`config.mk`:
```
export PLATFORM = sky130hd
export DESIGN_NAME = bp_be_fe_adapter
export DESIGN_NICKNAME = d
export VERILOG_FILES = /design/src/rtl/bp_be_fe_adapter.sv
export SDC_FILE = /design/constraint.sdc
export NUM_CORES = 1
export LEC_CHECK = 0
export BUFFER_PORTS_ARGS = -buffer_cell sky130_fd_sc_hd__buf_2
export CAP_MARGIN = 20
export CORE_UTILIZATION = 47
export DETAILED_ROUTE_END_ITERATION = 16
export PLACE_DENSITY = 0.62
export SYNTH_ARGS = -nofsm -noshare
export SYNTH_HDL_FRONTEND = slang
export SYNTH_SLANG_ARGS = --single-unit
export TNS_END_PERCENT = 100
```
`constraint.sdc`:
```
create_clock -name clk_i -period 35 [get_ports clk_i]
set_input_delay 5.25 -clock clk_i [delete_from_list [all_inputs] [get_ports clk_i]]
set_output_delay 5.25 -clock clk_i [all_outputs]
set_load 0.02 [all_outputs]
```
`src/rtl/bp_be_fe_adapter.sv`:
```
// Back-end endpoint of the FE<->BE interface: buffers fe_queue packets for issue
// and turns BE control events into fe_cmd packets, flushing wrong-path packets.
module bp_be_fe_adapter #(
    parameter int unsigned vaddr_width_p               = 39,
    parameter int unsigned fe_queue_width_p            = 128,
    parameter int unsigned branch_metadata_fwd_width_p = 36,
    parameter int unsigned fe_queue_els_p              = 8,
    parameter int unsigned cmd_fifo_els_p              = 4
) (
    input  logic                                   clk_i,
    input  logic                                   reset_n_i,
    input  logic [vaddr_width_p-1:0]               cfg_boot_pc_i,

    input  logic [fe_queue_width_p-1:0]            fe_queue_i,
    input  logic                                   fe_queue_v_i,
    output logic                                   fe_queue_ready_o,

    output logic [fe_queue_width_p-1:0]            issue_pkt_o,
    output logic                                   issue_v_o,
    input  logic                                   issue_yumi_i,

    input  logic                                   be_cmd_v_i,
    output logic                                   be_cmd_ready_o,
    input  logic [1:0]                             be_cmd_op_i,
    input  logic [vaddr_width_p-1:0]               be_cmd_pc_i,
    input  logic                                   be_cmd_taken_i,
    input  logic [branch_metadata_fwd_width_p-1:0] be_cmd_metadata_i,
    input  logic [1:0]                             be_cmd_priv_i,
    input  logic                                   be_cmd_tr_en_i,

    output logic                                   fe_cmd_v_o,
    input  logic                                   fe_cmd_yumi_i,
    output logic [2:0]                             fe_cmd_opcode_o,
    output logic                                   fe_cmd_subopcode_o,
    output logic [vaddr_width_p-1:0]               fe_cmd_vaddr_o,
    output logic                                   fe_cmd_taken_o,
    output logic [branch_metadata_fwd_width_p-1:0] fe_cmd_metadata_o,
    output logic [1:0]                             fe_cmd_priv_o,
    output logic                                   fe_cmd_tr_en_o,

    output logic                                   busy_o
);

    localparam int unsigned FqIdxW  = $clog2(fe_queue_els_p);
    localparam int unsigned FqPtrW  = FqIdxW + 1;
    localparam int unsigned CmdIdxW = $clog2(cmd_fifo_els_p);
    localparam int unsigned CmdPtrW = CmdIdxW + 1;
    localparam int unsigned OutW    = $clog2(cmd_fifo_els_p + 2);

    localparam logic [2:0] OpStateReset  = 3'd0;
    localparam logic [2:0] OpPcRedirect  = 3'd1;
    localparam logic [2:0] OpIcacheFence = 3'd2;
    localparam logic [2:0] OpAttaboy     = 3'd3;
    localparam logic       SubopBranchMispredict = 1'b0;
    localparam logic       SubopTrap             = 1'b1;

    typedef enum logic [1:0] {
        e_boot  = 2'd0,
        e_flush = 2'd1,
        e_run   = 2'd2
    } state_e;

    typedef struct packed {
        logic [2:0]                             opcode;
        logic                                   subopcode;
        logic [vaddr_width_p-1:0]               vaddr;
        logic                                   taken;
        logic [branch_metadata_fwd_width_p-1:0] metadata;
        logic [1:0]                             priv;
        logic                                   tr_en;
    } fe_cmd_t;

    state_e               state_q, state_d;
    logic [FqPtrW-1:0]    fq_wr_q, fq_wr_d, fq_rd_q, fq_rd_d;
    logic [CmdPtrW-1:0]   cmd_wr_q, cmd_wr_d, cmd_rd_q, cmd_rd_d;
    logic [OutW-1:0]      outstanding_q, outstanding_d;
    logic                 busy_q, busy_d;

    logic [fe_queue_width_p-1:0] fq_mem [fe_queue_els_p];
    fe_cmd_t                     cmd_mem [cmd_fifo_els_p];

    logic    fq_empty, fq_full, cmd_empty, cmd_full;
    logic    fq_push, fq_pop, cmd_enq, cmd_deq, redirect, redirect_deq;
    fe_cmd_t cmd_new, cmd_head, cmd_out;

    // Occupancy comes only from registered pointers, so ready/valid have no input path
    assign fq_empty  = (fq_wr_q == fq_rd_q);
    assign fq_full   = (fq_wr_q[FqIdxW] != fq_rd_q[FqIdxW])
                     && (fq_wr_q[FqIdxW-1:0] == fq_rd_q[FqIdxW-1:0]);
    assign cmd_empty = (cmd_wr_q == cmd_rd_q);
    assign cmd_full  = (cmd_wr_q[CmdIdxW] != cmd_rd_q[CmdIdxW])
                     && (cmd_wr_q[CmdIdxW-1:0] == cmd_rd_q[CmdIdxW-1:0]);

    assign fe_queue_ready_o = (state_q == e_flush) | ((state_q == e_run) & ~fq_full);
    assign be_cmd_ready_o   = (state_q != e_boot) & ~cmd_full;
    assign issue_v_o        = ~fq_empty;
    assign fe_cmd_v_o       = ~cmd_empty;
    assign busy_o           = busy_q;

    assign cmd_head = cmd_mem[cmd_rd_q[CmdIdxW-1:0]];

    // Data outputs are zeroed while their buffer is empty so storage needs no reset
    assign issue_pkt_o = fq_empty ? '0 : fq_mem[fq_rd_q[FqIdxW-1:0]];
    assign cmd_out     = cmd_empty ? '0 : cmd_head;

    assign fe_cmd_opcode_o    = cmd_out.opcode;
    assign fe_cmd_subopcode_o = cmd_out.subopcode;
    assign fe_cmd_vaddr_o     = cmd_out.vaddr;
    assign fe_cmd_taken_o     = cmd_out.taken;
    assign fe_cmd_metadata_o  = cmd_out.metadata;
    assign fe_cmd_priv_o      = cmd_out.priv;
    assign fe_cmd_tr_en_o     = cmd_out.tr_en;

    // Next-state: command generation, flush bookkeeping and buffer pointers
    always_comb begin
        state_d       = state_q;
        cmd_new       = '0;
        cmd_enq       = 1'b0;
        redirect      = 1'b0;
        fq_wr_d       = fq_wr_q;
        fq_rd_d       = fq_rd_q;
        cmd_wr_d      = cmd_wr_q;
        cmd_rd_d      = cmd_rd_q;
        outstanding_d = outstanding_q;
        busy_d        = busy_q;

        if (state_q == e_boot) begin
            cmd_enq         = 1'b1;
            redirect        = 1'b1;
            cmd_new.opcode  = OpStateReset;
            cmd_new.vaddr   = cfg_boot_pc_i;
            cmd_new.priv    = 2'b11;
        end else if (be_cmd_v_i && be_cmd_ready_o) begin
            cmd_enq          = 1'b1;
            cmd_new.vaddr    = be_cmd_pc_i;
            cmd_new.taken    = be_cmd_taken_i;
            cmd_new.metadata = be_cmd_metadata_i;
            unique case (be_cmd_op_i)
                2'd0: cmd_new.opcode = OpAttaboy;
                2'd1: begin
                    cmd_new.opcode    = OpPcRedirect;
                    cmd_new.subopcode = SubopBranchMispredict;
                    redirect          = 1'b1;
                end
                2'd2: begin
                    cmd_new.opcode    = OpPcRedirect;
                    cmd_new.subopcode = SubopTrap;
                    cmd_new.priv      = be_cmd_priv_i;
                    cmd_new.tr_en     = be_cmd_tr_en_i;
                    redirect          = 1'b1;
                end
                default: begin
                    cmd_new.opcode = OpIcacheFence;
                    redirect       = 1'b1;
                end
            endcase
        end

        cmd_deq      = fe_cmd_yumi_i & ~cmd_empty;
        redirect_deq = cmd_deq & (cmd_head.opcode != OpAttaboy);
        cmd_wr_d     = cmd_wr_q + CmdPtrW'(cmd_enq);
        cmd_rd_d     = cmd_rd_q + CmdPtrW'(cmd_deq);
        outstanding_d = outstanding_q + OutW'(redirect) - OutW'(redirect_deq);

        // Packets are kept only in e_run; a redirect empties the buffer outright
        fq_pop  = issue_yumi_i & ~fq_empty;
        fq_push = fe_queue_v_i & fe_queue_ready_o & (state_q == e_run) & ~redirect;
        if (redirect) begin
            fq_wr_d = '0;
            fq_rd_d = '0;
        end else begin
            fq_wr_d = fq_wr_q + FqPtrW'(fq_push);
            fq_rd_d = fq_rd_q + FqPtrW'(fq_pop);
        end

        if (redirect) begin
            state_d = e_flush;
        end else if ((state_q == e_flush) && (outstanding_d == '0)) begin
            state_d = e_run;
        end

        busy_d = (state_d != e_run) | (fq_wr_d != fq_rd_d) | (cmd_wr_d != cmd_rd_d);
    end

    // Control state
    always_ff @(posedge clk_i or negedge reset_n_i) begin
        if (!reset_n_i) begin
            state_q       <= e_boot;
            fq_wr_q       <= '0;
            fq_rd_q       <= '0;
            cmd_wr_q      <= '0;
            cmd_rd_q      <= '0;
            outstanding_q <= '0;
            busy_q        <= 1'b0;
        end else begin
            state_q       <= state_d;
            fq_wr_q       <= fq_wr_d;
            fq_rd_q       <= fq_rd_d;
            cmd_wr_q      <= cmd_wr_d;
            cmd_rd_q      <= cmd_rd_d;
            outstanding_q <= outstanding_d;
            busy_q        <= busy_d;
        end
    end

    // Buffer storage
    always_ff @(posedge clk_i) begin
        if (fq_push) begin
            fq_mem[fq_wr_q[FqIdxW-1:0]] <= fe_queue_i;
        end
        if (cmd_enq) begin
            cmd_mem[cmd_wr_q[CmdIdxW-1:0]] <= cmd_new;
        end
    end

endmodule

```
==> results.cfg, run 1 <==
[worst_hold_path]
min_path_type = register to register
hold_depth = 1

[cells_and_area]
areaGrowthSynthToFinish_pct = 16.6
fillers = 8469
fin_area_mm2 = 0.0617
fin_nets = 3152
drive_gt1_share_pct = 35.7

[timing]
fmax_mhz = 105
finalSetupViolations = 0
period_minus_slack_ns = 9.54
setup_tns_ns = 0
min_period_over_period_pct = 27.3
timing_hold_violations_final = 0
skew_ns = 0.0242
tightestPinTransition_ns = 1.15
slew_headroom_pct = 23.7
maxSlewViolCount = 0
rsz0062_at_grt = no

[critical_path]
worstPathMaxFanout = 160
path_buf_inv = 3
rrSetupSlack_ns = 30.03
slowest_stage = dfrtp_4
worstSetupEndpoint = issue_pkt_o[66]
cp-start-kind = register
path_delay_family = buffers and inverters
slowest_delay_ns = 0.86
critical_path_required_ns = 29.75
path_class = register to output pin
regToRegStartpoint = cmd_rd_q[0]
r2r_cells = 6
setup.worst_path.start = fq_rd_q[1]
r2r_end = fq_mem[4][16]
crit_chain = buf_12 > buf_4 > mux4_2 > mux2i_1 > nor2_1 > buf_2
end_kind = output pin
cp_num_cells = 6
crit_arrival_ns = 4.29

[synth]
synth_compound_area_share_pct = 0.750
postSynth.asyncResetShare_pct = 1.46
synth_edf_count = 1352
ys_ff_latch = 1372
yosysMostFrequentCell = edfxtp_1
ys.flop_type = edfxtp_1
syn-mean-instance-area_um2 = 22.4
ys_types = 38
synth_area_leaders = edfxtp_1 (77%), mux4_2 (14%), mux2i_1 (2.4%)
yosys.area.top_type = edfxtp_1
synth_top_area_share_pct = 76.8
synth-simple-area-share_pct = 2.86
synth_xor_area_share_pct = 0.390
synthAdderAreaFrac_pct = 0.345
ys_seq_area_share_pct = 77.7
netlist_instances = 2363
synth_fp_nets = 2631
synthTopCellsByCount = edfxtp_1 (1,352), mux4_2 (338), nor2_1 (140), mux2i_1 (128), and2_1 (125)
synth.area.mux_share_pct = 16.8
synth_warnings = 0
syn_area_mm2 = 0.0529
synth_top_family_by_area = multiplexers

[placement]
port_buffers = 468
postPlaceCellArea_mm2 = 0.0570
hpwl_um = 63700
gp_congestion = 0.743

[floorplan]
die_h_um = 337
start_util_pct = 47.6
row_count = 122
coreArea_mm2 = 0.111
die-area_mm2 = 0.114
die_w_um = 337
io_pins = 470

[global_route]
gr-total-overflow = 0
antenna_found_initial = 43
global_route.peak_usage_layer = met2
grt_max_degree = 161
grt_pass1_vias = 26460
use_met2_pct = 32.9
grtUsageMet1_pct = 27.3
grt_pass1_wl_um = 169000
use_met3_pct = 5.76
grt_use_total_pct = 20.4

[detailed_routing]
wl_per_cell_um = 25.7
drc = 0
drtAntennaViolNets = 0
dr_total_vias = 25063
drtIter0Drc = 1976
finalWirelength_um = 116000
vias_per_cell = 5.57
drtPass1Iterations = 7

[clock_network]
cts.sinks = 1372
ctsResizeCount = 0
numCtsBuffers = 142
clk_latency_ns = 0.74
cts.path.max_buffers = 3
cts_tree = built
clk_pin_slew_ns = 0.06
clockRootBuffer = clkbuf_16
htreeDepth = 4
cts_hold_buf = 0
cts_setup_buffers = 0

[power_and_ir_drop]
powerDensity_mw_per_mm2 = 73.2
vdd_ir_drop_max_mv = 0.0664
power_uw = 4510
leakagePower_uw = 0.0202

[run]
cap_violations = 0

[run_status]
status = finished clean
==> layout by cell type (no fill, tap or decap), types with 17 or more instances in the layout <==
master     netlist  final
clkbuf_16        0    146
a22o_1          39     39
mux4_2         338    338
clkbuf_1        71     32
and2_1         125    125
edfxtp_1      1352   1352
buf_2           37    468
clkinv_2         0     29
mux2i_1        128    128
clkinv_1         0     23
diode_2          0     17
buf_4            1     36
nor2_1         140    136
==> how the worst min path moves through the flow <==
stage / from / end / slack [ns]
2_1_floorplan: cmd_rd_q[2] / cmd_rd_q[2] / 0.46
3_3_place_gp: cmd_rd_q[2] / cmd_rd_q[2] / 0.47
3_5_place_dp: cmd_rd_q[2] / cmd_rd_q[2] / 0.48
4_1_cts: cmd_rd_q[2] / cmd_rd_q[2] / 0.50
5_1_grt: cmd_rd_q[2] / cmd_rd_q[2] / 0.51
6_report: cmd_wr_q[2] / cmd_wr_q[2] / 0.50
==> per-layer routing <==
layer  share of wire [%]  vias to the layer above
li1                    -                    10846
met1                  41                    13288
met2                  49                      693
met3                 7.9                      192
met4                 1.7                       44
met5                0.26                        -
==> sequential cells by signal, indices dropped and copies added (netlist names) <==
name	cells
outstanding_q	3
fq_rd_q	4
fq_wr_q	4
fq_mem	1024
cmd_rd_q	3
cmd_mem	328
cmd_wr_q	3
busy_o	1
state_q	2
==> cell type report <==
| type | count | area, um2 | share of cell area (%) |
|---|---|---|---|
| Sequential cell | 1372 | 41100 | 66.7 |
| Multi-Input combinational cell | 848 | 11300 | 18.3 |
| Clock buffer | 178 | 3770 | 6.12 |
| Timing Repair Buffer | 509 | 2710 | 4.40 |
| Tap cell | 1488 | 1860 | 3.02 |
| Clock inverter | 78 | 797 | 1.29 |
| Antenna cell | 17 | 42.5 | 0.0690 |
| Inverter | 11 | 41.3 | 0.0670 |
==> per-stage QoR <==
| stage | utilization (%) | hold slack, ns | setup WS, ns | cells |
|---|---|---|---|---|
| floorplan | - | 0.462 | 15.01 | 2363 |
| global placement | 51.3 | 0.474 | 25.90 | 4228 |
| detailed placement | 51.3 | 0.484 | 25.85 | 4228 |
| CTS | 55.4 | 0.496 | 25.32 | 4484 |
| global route | 55.5 | 0.513 | 25.15 | 4487 |
| finish | 55.5 | 0.495 | 25.46 | 4501 |
==> kinds of logic after synthesis <==
| logic type | count (synthesis) |
|---|---|
| other cells | 1 |
| xor+xnor | 22 |
| mux | 467 |
| compound gates | 46 |
| simple gates | 298 |
| fa+ha+maj | 14 |
| buf+inv | 143 |
| flops | 1372 |
==> power breakdown <==
part	internal, uW	switching, uW
Clock	864	607
Sequential	1970	57.2
Combinational	410	604
Total	3240	1270
==> worst register-to-register path: stages (launching register included) <==
cell,delay [ns]
dfrtp_4,0.97
xor2_1,0.27
o311a_1,0.42
nand4b_1,0.70
nor4b_2,0.50
buf_4,0.73
buf_4,0.94
Power figures use the tool's default switching activity.
==> inputs of run 2 (changes only) <==
- ABC_AREA: unset -> 1
- clock period: 35 -> 9.9 ns (I/O delays scaled with it)
==> results.cfg, run 2 <==
[floorplan]
die_w_um = 343
die_h_um = 343
coreArea_mm2 = 0.115
row_count = 124
die-area_mm2 = 0.118
start_util_pct = 47.6
io_pins = 470

[synth]
yosys.area.top_type = edfxtp_1
synthTopCellsByCount = edfxtp_1 (1,352), nor2_1 (1,254), o21ai_0 (529), o32ai_1 (256), clkbuf_1 (183)
synth_warnings = 0
syn_area_mm2 = 0.0546
ys_types = 33
postSynth.asyncResetShare_pct = 1.46
syn-mean-instance-area_um2 = 13.0
synth_edf_count = 1352
synth_compound_area_share_pct = 10.8
synth_top_family_by_area = compound AO/OA/AOI/OAI gates
synth_xor_area_share_pct = 0.128
synthAdderAreaFrac_pct = 0.335
ys_seq_area_share_pct = 75.3
synth_fp_nets = 4467
synth_area_leaders = edfxtp_1 (74%), nor2_1 (8.6%), o21ai_0 (4.8%)
synth.area.mux_share_pct = 0
ys_ff_latch = 1372
synth-simple-area-share_pct = 9.84
ys.flop_type = edfxtp_1
yosysMostFrequentCell = edfxtp_1
synth_top_area_share_pct = 74.4
netlist_instances = 4199

[clock_network]
ctsResizeCount = 0
cts_hold_buf = 0
cts.sinks = 1372
cts_tree = built
cts_setup_buffers = 0
numCtsBuffers = 143
htreeDepth = 4
clockRootBuffer = clkbuf_16
cts.path.max_buffers = 3
clk_latency_ns = 0.75
clk_pin_slew_ns = 0.06

[power_and_ir_drop]
clockPowerShare_pct = 30.2
p_seq_share_pct = 41.8
combPwrFrac_pct = 28.0
powerDensity_mw_per_mm2 = 271
p_sw_uw = 5730
p_int_uw = 11200
swShare_pct = 33.8
vdd_ir_drop_max_mv = 0.182
leakagePower_uw = 0.0223

[cells_and_area]
fin_area_mm2 = 0.0625
final_common_cell = edfxtp_1
fin_nets = 4837
fillers = 9591
fin_util_pct = 54.5
multi_input_area_mm2 = 0.0116
layout_common_cells = edfxtp_1 (1,352), nor2_1 (1,245), o21ai_0 (529), buf_2 (468), o32ai_1 (256)
areaGrowthSynthToFinish_pct = 14.5
drive_gt1_share_pct = 15.8
largest_reg_flops = 1024
ff_latch_area_mm2 = 0.0411

[timing]
tightestPinTransition_ns = 1.21
skew_ns = 0.0242
maxSlewViolCount = 0
slew_headroom_pct = 19.3
finalSetupViolations = 0
fmax_mhz = 151
setup_tns_ns = 0
min_period_over_period_pct = 66.9
timing_hold_violations_final = 0
rsz0062_at_grt = no
period_minus_slack_ns = 6.62

[run]
cap_violations = 0

[detailed_routing]
drtIter0Drc = 2751
drtPass1Iterations = 5
vias_per_cell = 5.52
wl_per_cell_um = 21.1
drtAntennaViolNets = 0
finalWirelength_um = 131000
dr_total_vias = 34229
drc = 0

[placement]
hpwl_um = 66100
gp_congestion = 0.760
port_buffers = 468
postPlaceCellArea_mm2 = 0.0580

[critical_path]
worstPathMaxFanout = 91
crit_arrival_ns = 5.13
cp-start-kind = register
r2r_cells = 13
end_kind = output pin
critical_path_required_ns = 8.42
path_class = register to output pin

[global_route]
antenna_found_initial = 35
grt_max_degree = 213
grt_pass1_vias = 32547
grt_pass1_wl_um = 195000
gr-total-overflow = 0
grt_use_total_pct = 21.7

[worst_hold_path]
hold_depth = 1
min_path_type = register to register

[run_status]
status = finished clean
[run 2: cell count changes after synthesis, sizes merged, moves of 8 or more]
cell,before,now
o32ai,0,256
xor2,12,4
clkbuf,71,184
inv,11,165
nand2,5,141
buf,61,106
and2,125,0
mux2i,128,0
o22ai,0,81
nor2,140,1255
mux4,338,0
o21ai,1,548
[run 2: layout make-up]
| cell class | count | area share (%) |
|---|---|---|
| flip-flops and latches | 1372 | 65.7 |
| multi-input cells | 2372 | 18.5 |
| clock buffers | 174 | 5.99 |
| repair buffers | 515 | 4.53 |
| well taps | 1512 | 3.02 |
| clock inverters | 76 | 1.10 |
| inverters | 165 | 1.01 |
| diodes | 16 | 0.0640 |
[run 2: power by group through the flow]
stage	clock [uW]	sequential, uW	combinational [uW]
final	5110	7070	4750
after global routing	5420	7110	5250
after CTS	5200	7080	4780
after detailed placement	0	7200	4770
after global placement	0	7190	4730
after floorplan	0	7160	3350
[run 2: worst max-delay path, cell delays in order (launching register included)]
cell and delay [ns]:
dfrtp_4 0.86, buf_4 0.83, buf_4 0.76, buf_4 0.76
o21ai_0 0.21, o32ai_1 0.15, o21ai_0 0.13, nor2_1 0.35
buf_2 0.24
[run 2: cell families (layout without fill, tap and decap cells)]
family | Yosys count | count (layout)
AO/OA/AOI/OAI | 930 | 930
XOR/XNOR | 8 | 8
adder cells (fa/ha/maj) | 14 | 14
buffers and inverters | 455 | 930
flip-flops | 1372 | 1372
other | 1 | 17
AND/OR/NAND/NOR | 1419 | 1419
[run 2: final timing paths]
kind | to | slack (ns) | from
max in group asynchronous | fq_rd_q[0] | 8.84 | reset_n_i
setup / recovery | issue_pkt_o[86] | 3.28 | fq_rd_q[1]
hold / removal | outstanding_q[0] | 0.51 | outstanding_q[0]
hold reg to reg | outstanding_q[0] | 0.51 | outstanding_q[0]
min in group asynchronous | cmd_wr_q[1] | 0.69 | reset_n_i
setup reg to reg | cmd_mem[3][48] | 4.77 | cmd_rd_q[0]
[run 2: per-layer routing]
metal | wire length (um) | vias to the layer above | track usage, % | part of all wire (%)
li1 | - | 16035 | - | -
met1 | 56400 | 16877 | 29.2 | 43
met2 | 62300 | 1070 | 35.4 | 48
met3 | 9310 | 211 | 4.87 | 7.1
met4 | 2540 | 36 | 6.56 | 1.9
met5 | 236 | - | 0 | 0.18
[run 2: stage by stage]
stage / hold WS [ns] / worst slack, ns / power, uW / cells
after floorplan: 0.478 / 1.67 / 10500 / 4199
after global placement: 0.490 / 4.17 / 11900 / 5933
after detailed placement: 0.496 / 4.11 / 12000 / 5933
after CTS: 0.508 / 3.28 / 17100 / 6183
after global routing: 0.536 / 2.97 / 17800 / 6191
final: 0.506 / 3.28 / 16900 / 6202
==> inputs of run 3 (changes only) <==
- PLACE_DENSITY: 0.62 -> 0.65
- clock period: 9.9 -> 5.99 ns (I/O delays scaled with it)
==> results.cfg, run 3 (synthesis gave the netlist of run 2 again) <==
[run_status]
status = finished clean

[placement]
port_buffers = 468
postPlaceCellArea_mm2 = 0.0582
dp.cells = 5946
gp_congestion = 0.751
hpwl_um = 69000

[critical_path]
crit_arrival_ns = 4.16
path_buf_inv = 3
crit_chain = xor2_1 > nor2_2 > inv_2 > or2_4 > buf_4 > o21ai_0 > nor2_1 > buf_2
path_delay_family = flip-flops
critical_path_required_ns = 5.09
slowest_delay_ns = 1.07
path_class = register to output pin
worstPathMaxFanout = 63
cp-start-kind = register
end_kind = output pin
slowest_stage = dfrtp_4

[timing]
tightestPinTransition_ns = 1.16
skew_ns = 0.0295
rsz0062_at_grt = no
period_minus_slack_ns = 5.06
slew_headroom_pct = 23.0
min_period_over_period_pct = 84.5
setup_tns_ns = 0
maxSlewViolCount = 0
fmax_mhz = 198
finalSetupViolations = 0
timing_hold_violations_final = 0

[detailed_routing]
drtIter0Drc = 2747
drtAntennaViolNets = 0
vias_per_cell = 5.58
drtPass1Iterations = 5
drc = 0
dr_total_vias = 34714
finalWirelength_um = 131000
wl_per_cell_um = 21.1

[cells_and_area]
drive_gt1_share_pct = 15.9
fin_area_mm2 = 0.0628
fin_cells = 6216
final_common_cell = edfxtp_1
layout_common_cells = edfxtp_1 (1,352), nor2_1 (1,245), o21ai_0 (529), buf_2 (468), o32ai_1 (256)
largest_reg_flops = 1024
fin_nets = 4849
areaGrowthSynthToFinish_pct = 15.0

[global_route]
grt_pass1_vias = 33172
antenna_found_initial = 33
grt_pass1_wl_um = 197000
grt_max_degree = 256
grt_use_total_pct = 21.9
gr-total-overflow = 0

[clock_network]
cts_setup_buffers = 0
ctsResizeCount = 0
cts_hold_buf = 0
cts.path.max_buffers = 3
numCtsBuffers = 144
clk_pin_slew_ns = 0.06
cts.sinks = 1372
cts_tree = built
clockRootBuffer = clkbuf_16
clk_latency_ns = 0.75
htreeDepth = 4

[power_and_ir_drop]
p_seq_share_pct = 41.7
p_int_uw = 18600
clockPowerShare_pct = 30.3
power_uw = 28100
vdd_ir_drop_max_mv = 0.495
powerDensity_mw_per_mm2 = 447
swShare_pct = 33.7
p_sw_uw = 9450
combPwrFrac_pct = 27.9
leakagePower_uw = 0.0224

[floorplan]
start_util_pct = 47.6
coreArea_mm2 = 0.115
die_h_um = 343
io_pins = 470
row_count = 124
die-area_mm2 = 0.118
die_w_um = 343

[run]
cap_violations = 0

[worst_hold_path]
min_path_type = input port to async pin
## run 3: per-stage QoR
| step | utilization [%] | setup slack (ns) | hold slack [ns] |
|---|---|---|---|
| final | 54.7 | 0.928 | 0.116 |
| after detailed placement | 50.7 | 1.65 | 0.519 |
| after CTS | 54.7 | 0.803 | 0.0739 |
| after floorplan | - | -1.66 | 0.478 |
| after global placement | 50.7 | 1.63 | 0.496 |
| after global routing | 54.7 | 0.752 | 0.131 |
## run 3: power groups by stage
stage / combinational [uW] / clock, uW / sequential (uW)
final: 7840 / 8520 / 11700
after floorplan: 5530 / 0 / 11800
after detailed placement: 7870 / 0 / 11900
after global routing: 8660 / 9050 / 11800
after global placement: 7790 / 0 / 11900
after CTS: 7900 / 8690 / 11700
## run 3: path summary, 6_finish.rpt
check / from / end / slack [ns] / cells past startpoint
worst min register to register: outstanding_q[0] / outstanding_q[0] / 0.52 / 1
worst min-delay path: reset_n_i / fq_wr_q[2] / 0.12 / 1
worst max-delay path: fq_rd_q[2] / issue_pkt_o[94] / 0.93 / 8
worst max register to register: cmd_rd_q[0] / busy_o / 2.00 / 17
min in group clk_i: fe_queue_i[77] / fq_mem[5][77] / 0.41 / 1
max in group asynchronous: reset_n_i / cmd_rd_q[0] / 5.49 / 1
## run 3: metal layers
| metal | up-vias | wire length [um] | global-route usage, % |
|---|---|---|---|
| li1 | 16075 | - | - |
| met1 | 17184 | 55800 | 29.9 |
| met2 | 1169 | 62100 | 35.2 |
| met3 | 250 | 9560 | 4.45 |
| met4 | 36 | 3250 | 7.48 |
| met5 | - | 229 | 0 |
## run 3: layout make-up
type | instances | area (um2)
antenna | 11 | 27.5
clock buffer | 185 | 3820
clock inverter | 73 | 702
fill | 9471 | 52000
inverter | 165 | 632
multi-input combinational | 2372 | 11600
sequential | 1372 | 41100
tap | 1512 | 1890
timing repair buffer | 526 | 3040
